**config.mk**
```make
export PLATFORM = sky130hd
export DESIGN_NAME = ps2_scan_receiver
export DESIGN_NICKNAME = d
export VERILOG_FILES = /design/src/rtl/ps2_pkg.sv /design/src/rtl/ps2_sync_fifo.sv /design/src/rtl/ps2_scan_receiver.sv
export SDC_FILE = /design/constraint.sdc
export NUM_CORES = 1
export LEC_CHECK = 0
export ABC_AREA = 1
export BUFFER_PORTS_ARGS = -buffer_cell sky130_fd_sc_hd__clkbuf_2
export CAP_MARGIN = 40
export CORE_AREA = 2 2 105 107
export CTS_BUF_LIST = sky130_fd_sc_hd__clkbuf_2
export CTS_CLUSTER_SIZE = 28
export DETAILED_ROUTE_END_ITERATION = 16
export DIE_AREA = 0 0 107 109
export PLACE_DENSITY = 0.71
export SYNTH_ARGS = -nofsm -noshare
export SYNTH_HDL_FRONTEND = slang
export SYNTH_SLANG_ARGS = --single-unit
```
**constraint.sdc**
```tcl
create_clock -name clk -period 2.5 [get_ports clk]
set_clock_uncertainty 0.1 [all_clocks]
set_input_delay 0.375 -clock clk [delete_from_list [all_inputs] [get_ports clk]]
set_output_delay 0.375 -clock clk [all_outputs]
set_load 0.01 [all_outputs]
```
**src/rtl/ps2_pkg.sv**
```systemverilog
// ps2_pkg: shared PS/2 frame constants and scan-code type for the receiver and downstream decoders
package ps2_pkg;
    localparam int   PS2_FRAME_BITS = 11;
    localparam logic PS2_START      = 1'b0;
    localparam logic PS2_STOP       = 1'b1;
    typedef logic [7:0] scan_code_t;
endpackage

```
**src/rtl/ps2_sync_fifo.sv**
```systemverilog
// ps2_sync_fifo: small FIFO with registered head/valid, drop flag when pushed while full without a pop
module ps2_sync_fifo #(
    parameter int DEPTH = 8,
    parameter int WIDTH = 8
) (
    input  logic             clk,
    input  logic             resetn,
    input  logic             i_push,
    input  logic             i_pop,
    input  logic [WIDTH-1:0] i_wdata,
    output logic [WIDTH-1:0] o_rdata,
    output logic             o_valid,
    output logic             o_drop
);
    localparam int AW = $clog2(DEPTH);
    localparam int CW = AW + 1;
    logic [WIDTH-1:0] r_mem [DEPTH];
    logic [AW-1:0]    r_wr, r_rd;
    logic [CW-1:0]    r_count;
    logic [WIDTH-1:0] r_rdata;
    logic             r_valid;
    logic             w_full, w_pop, w_push;
    logic [CW-1:0]    w_count_nxt, w_left;
    logic [AW-1:0]    w_rd_nxt;
    assign w_full      = r_count == CW'(DEPTH);
    assign w_pop       = r_valid & i_pop;
    assign w_push      = i_push & (~w_full | w_pop);
    assign o_drop      = i_push & w_full & ~w_pop;
    assign w_left      = r_count - CW'(w_pop);
    assign w_count_nxt = w_left + CW'(w_push);
    assign w_rd_nxt    = r_rd + AW'(w_pop);
    assign o_rdata     = r_rdata;
    assign o_valid     = r_valid;
    // storage write; the head is registered separately so a same-cycle overwrite of the popped slot is safe
    always_ff @(posedge clk) begin
        if (w_push) r_mem[r_wr] <= i_wdata;
    end
    // pointers, occupancy and the registered head (zero when empty, incoming byte when it becomes the head)
    always_ff @(posedge clk or negedge resetn) begin
        if (!resetn) begin
            r_wr    <= '0;
            r_rd    <= '0;
            r_count <= '0;
            r_rdata <= '0;
            r_valid <= 1'b0;
        end else begin
            r_wr    <= r_wr + AW'(w_push);
            r_rd    <= w_rd_nxt;
            r_count <= w_count_nxt;
            r_valid <= w_count_nxt != '0;
            r_rdata <= (w_count_nxt == '0) ? '0 : (w_left == '0) ? i_wdata : r_mem[w_rd_nxt];
        end
    end
endmodule

```
**src/rtl/ps2_scan_receiver.sv**
```systemverilog
// ps2_scan_receiver: synchronize PS/2 pins, deserialize and validate frames, buffer good bytes in a FIFO
module ps2_scan_receiver
    import ps2_pkg::*;
#(
    parameter int FIFO_DEPTH     = 8,
    parameter int TIMEOUT_CYCLES = 20000
) (
    input  logic       clk,
    input  logic       resetn,
    input  logic       ps2_clk,
    input  logic       ps2_data,
    input  logic       ready,
    input  logic       clr_flags,
    output logic [7:0] data,
    output logic       valid,
    output logic       overflow,
    output logic       frame_err
);
    localparam int BW = $clog2(PS2_FRAME_BITS);
    localparam int TW = $clog2(TIMEOUT_CYCLES + 1);
    localparam logic [BW-1:0] LAST_BIT = BW'(PS2_FRAME_BITS - 1);
    logic [2:0]                  r_clk_sync;
    logic [1:0]                  r_dat_sync;
    logic [BW-1:0]               r_bit_cnt;
    logic [PS2_FRAME_BITS-2:0]   r_shift;
    logic [TW-1:0]               r_idle;
    logic                        r_overflow, r_frame_err;
    logic                        w_strobe, w_bit, w_last, w_good, w_push, w_timeout, w_drop;
    logic [PS2_FRAME_BITS-1:0]   w_frame;
    scan_code_t                  w_byte;
    assign w_strobe  = r_clk_sync[2] & ~r_clk_sync[1];
    assign w_bit     = r_dat_sync[1];
    assign w_frame   = {w_bit, r_shift};
    assign w_byte    = w_frame[8:1];
    assign w_last    = w_strobe && r_bit_cnt == LAST_BIT;
    assign w_good    = w_frame[0] == PS2_START && w_frame[10] == PS2_STOP && ^w_frame[9:1];
    assign w_push    = w_last & w_good;
    assign w_timeout = r_bit_cnt != '0 && !w_strobe && r_idle == TW'(TIMEOUT_CYCLES - 1);
    assign overflow  = r_overflow;
    assign frame_err = r_frame_err;
    // pin synchronizers, idle-high so reset never fakes a falling edge
    always_ff @(posedge clk or negedge resetn) begin
        if (!resetn) begin
            r_clk_sync <= '1;
            r_dat_sync <= '1;
        end else begin
            r_clk_sync <= {r_clk_sync[1:0], ps2_clk};
            r_dat_sync <= {r_dat_sync[0], ps2_data};
        end
    end
    // shift bits in LSB first on each falling-edge strobe; the final bit is taken straight from the pin
    always_ff @(posedge clk or negedge resetn) begin
        if (!resetn) begin
            r_bit_cnt <= '0;
            r_shift   <= '0;
        end else if (w_timeout) begin
            r_bit_cnt <= '0;
        end else if (w_strobe) begin
            r_shift   <= {w_bit, r_shift[PS2_FRAME_BITS-2:1]};
            r_bit_cnt <= w_last ? '0 : r_bit_cnt + 1'b1;
        end
    end
    // mid-frame idle watchdog
    always_ff @(posedge clk or negedge resetn) begin
        if (!resetn) r_idle <= '0;
        else         r_idle <= (w_strobe || r_bit_cnt == '0 || w_timeout) ? '0 : r_idle + 1'b1;
    end
    // error pulse and sticky overflow (a new drop wins over a clear)
    always_ff @(posedge clk or negedge resetn) begin
        if (!resetn) begin
            r_frame_err <= 1'b0;
            r_overflow  <= 1'b0;
        end else begin
            r_frame_err <= (w_last & ~w_good) | w_timeout;
            r_overflow  <= w_drop | (r_overflow & ~clr_flags);
        end
    end
    ps2_sync_fifo #(.DEPTH(FIFO_DEPTH), .WIDTH($bits(scan_code_t))) u_fifo (
        .clk     (clk),
        .resetn  (resetn),
        .i_push  (w_push),
        .i_pop   (ready),
        .i_wdata (w_byte),
        .o_rdata (data),
        .o_valid (valid),
        .o_drop  (w_drop)
    );
endmodule

```
==> impl_metrics.ini <==
[detailed_routing]
wl_met1_um = 4260
num_vias = 3612
wl_um = 9930
met3_length_um = 442
drc_errors = 0
wire_per_inst_um = 14.0
wl_met2_um = 5080
drt_iter0_markers = 209
first_pass_iters = 5
drtAntennaViolNets = 0
routed.top_layer = met4
drt-vias-per-instance = 5.09

[sta]
slew_headroom_pct = 54.7
slew_violations = 0
timing.hold.ws_ps = 161
min_period_ps = 2480
setup_ws_ps = 22.3
hold_violations = 0
finalSetupViolations = 0
worst_slew_pin_slew_ps = 679
rsz0062_at_grt = yes
fin_crit_sh_pct = 99.1
max_freq_ghz = 0.404

[power_and_ir_drop]
power.leakage_nw = 2.59
power.density_nw_per_um2 = 1090
peakVddDrop_mv = 0.751

[floorplanning]
start_util_pct = 48.7
dieArea_um2 = 11700
fp.dieW_um = 107
ios = 17
rows = 38
core_region_area_um2 = 10600
fp.dieH_um = 109

[logic_synthesis]
synth_cell_types = 38
yosysWarnings = 0
synth_nets = 508
synthAdderAreaFrac_pct = 2.90
synth_simple_gate_area_share_pct = 18.9
synth_mux_area_share_pct = 0
synth-seq-area-share_pct = 63.9
synth_top_area_cell = edfxtp_1
syn-instance-count = 490
netlist.area_leader.share_pct = 37.2
ys_ff_latch = 119
syn_avg_cell_area_um2 = 10.5
synth-compound-area-share_pct = 7.58
ys_top_cells_by_area = edfxtp_1 37%, dfrtp_1 24%, nand2_1 8.1%
syn_area_um2 = 5170
synth_top_family_by_area = simple AND/OR/NAND/NOR gates
synth_xor_area_share_pct = 1.79

[setup_path]
crit_fanout = 5
cp-start-kind = flip-flop
critPathRequiredTime_ps = 2960
critical-path-top-delay-family = simple AND/OR/NAND/NOR gates
cp_cell_sequence = inv_1 > nand2_1 > nand2_1 > nand2_1 > nand2_2 > nand3_1 > nand2_1 > nor2_2 > nand3_2 > inv_2 > ha_4 > ha_4 > or2_4 > nor3_4 > buf_12 > buf_12 > nor2_1
crit_path_max_incr_delay_ps = 440
critPathKind = reg -> reg
crit_slowest_cell = dfrtp_1
cp.arrival_ps = 2930
cp_common_cell = nand2_1
cp_num_buf_inv = 4
cp-end-kind = flip-flop

[global_routing]
grt_overflow_total = 0
grt_pass1_vias = 3503
grt_antenna_before_repair = 0
grt_pass1_wl_um = 16400
grt_usage_pct = 18.6
grt_start_max_net_pins = 56

[run]
drv_cap = 0

[clock_tree]
insertion_delay_ps = 650
clock_sinks = 119
clk_transition_reported_paths_ps = 190
root_buffer = clkbuf_2
cts_tree = done
clockBufferDepth = 2
h-tree-depth = 4
numCtsBuffers = 17

[finish]
final_area_um2 = 6080
fill_cells = 871
final_nets = 574
antenna_cells = 0
syn_to_final_growth_pct = 17.6
drive_gt1_share_pct = 21.1

[min_path]
hp-class = in -> reg

[placement]
dpl-instance-area_um2 = 5570
place_ws_ps = -44.5
io_buffers = 16
dp_hpwl_um = 6470
routabilityCongestion = 0.820

[run_status]
status = completed
[metrics by stage]
stage	TNS, ps	power [W]	cells	utilization (%)
after floorplan	0	0.00434	490	-
after global placement	0	0.00497	659	52.5
after detailed placement	-332	0.00507	659	52.5
after CTS	0	0.00656	707	56.8
after global routing	-749	0.00713	709	57.3
final	0	0.00664	709	57.3
[Yosys cell counts, drive strengths merged]
cell type	instances
clkbuf	2
edfxtp	64
nor3b	1
dfstp	5
a21boi	9
or2	1
nor4	1
nand4	4
o21bai	1
nand3b	2
inv	43
o21a	1
clkinv	1
buf	12
nand3	51
xnor2	2
a31oi	1
nand2	113
nor2	35
dfrtp	50
a21oi	29
xor2	6
o21ai	30
ha	12
nor3	14
[layer usage]
layer,global-route usage (%),up-vias
met4,6.68,0
li1,-,1795
met3,5.32,18
met1,22.8,1712
met2,31.5,87
met5,0,-
[where the power goes]
part           leakage (nW)  switching (W)  internal (W)  total (W)
Sequential             1.28       0.000142       0.00235    0.00250
Combinational          1.15        0.00168       0.00115    0.00283
Clock                 0.157       0.000750      0.000564    0.00131
Total                  2.59        0.00257       0.00407    0.00664
[cells in the final DEF (no fill, tap or decap), types with 26 or more instances in the layout]
master and n:
a21oi_1 29, buf_4 36, clkbuf_2 33, dfrtp_1 50, edfxtp_1 64, inv_1 39, nand2_1 110, nand3_1 49
nor2_1 27, o21ai_0 26
[worst reg2reg max path, cell delays in order, from the launching register on]
cell	delay [ps]
dfrtp_1	440
inv_1	100
nand2_1	80
nand2_1	50
nand2_1	90
nand2_2	70
nand3_1	80
nand2_1	60
nor2_2	110
nand3_2	90
inv_2	110
ha_4	160
ha_4	190
or2_4	230
nor3_4	160
buf_12	140
buf_12	100
nor2_1	40
[state kept, by name (all words and copies together) (netlist names)]
signal / cells
u_fifo.r_mem: 64
overflow: 1
r_shift: 10
r_dat_sync: 2
u_fifo.o_valid: 1
u_fifo.r_wr: 3
r_bit_cnt: 4
u_fifo.o_rdata: 8
r_clk_sync: 3
r_idle: 15
u_fifo.r_count: 4
frame_err: 1
u_fifo.r_rd: 3
[final cells by class]
| class | count | area [µm²] | share of cell area, % |
|---|---|---|---|
| Clock inverter | 15 | 176 | 2.90 |
| Clock buffer | 17 | 85.1 | 1.40 |
| Sequential cell | 119 | 3300 | 54.4 |
| Multi-Input combinational cell | 313 | 1680 | 27.6 |
| Tap cell | 140 | 175 | 2.88 |
| Timing Repair Buffer | 61 | 493 | 8.11 |
| Inverter | 44 | 165 | 2.72 |
[final timing paths]
| path | from | to | cells after the start | slack (ps) |
|---|---|---|---|---|
| min in group asynchronous | resetn | r_idle[1] | 3 | 250 |
| worst max register to register | r_shift[8] | u_fifo.o_rdata[2] | 17 | 20 |
| worst min register to register | r_clk_sync[0] | r_clk_sync[1] | 0 | 270 |
| worst min-delay path | ready | overflow | 5 | 160 |
| max in group asynchronous | resetn | u_fifo.r_count[3] | 3 | 1590 |
| worst max-delay path | r_shift[8] | u_fifo.o_rdata[2] | 17 | 20 |
[cells by family (layout without fill, tap and decap cells)]
group / Yosys count / in the layout
AO/OA/AOI/OAI: 71 / 71
XOR/XNOR: 8 / 8
adder cells (fa/ha/maj): 12 / 12
buffers and inverters: 58 / 137
flip-flops: 119 / 119
AND/OR/NAND/NOR: 222 / 222
[repair_timing]
action	CTS	global route
hold buffers	4	0
cloned	1	0
hold endpoints to repair	53	0
gates resized for setup	8	11
setup endpoints to repair	9	73
pin swaps	2	6
setup buffers	11	3
Power figures use the tool's default switching activity.
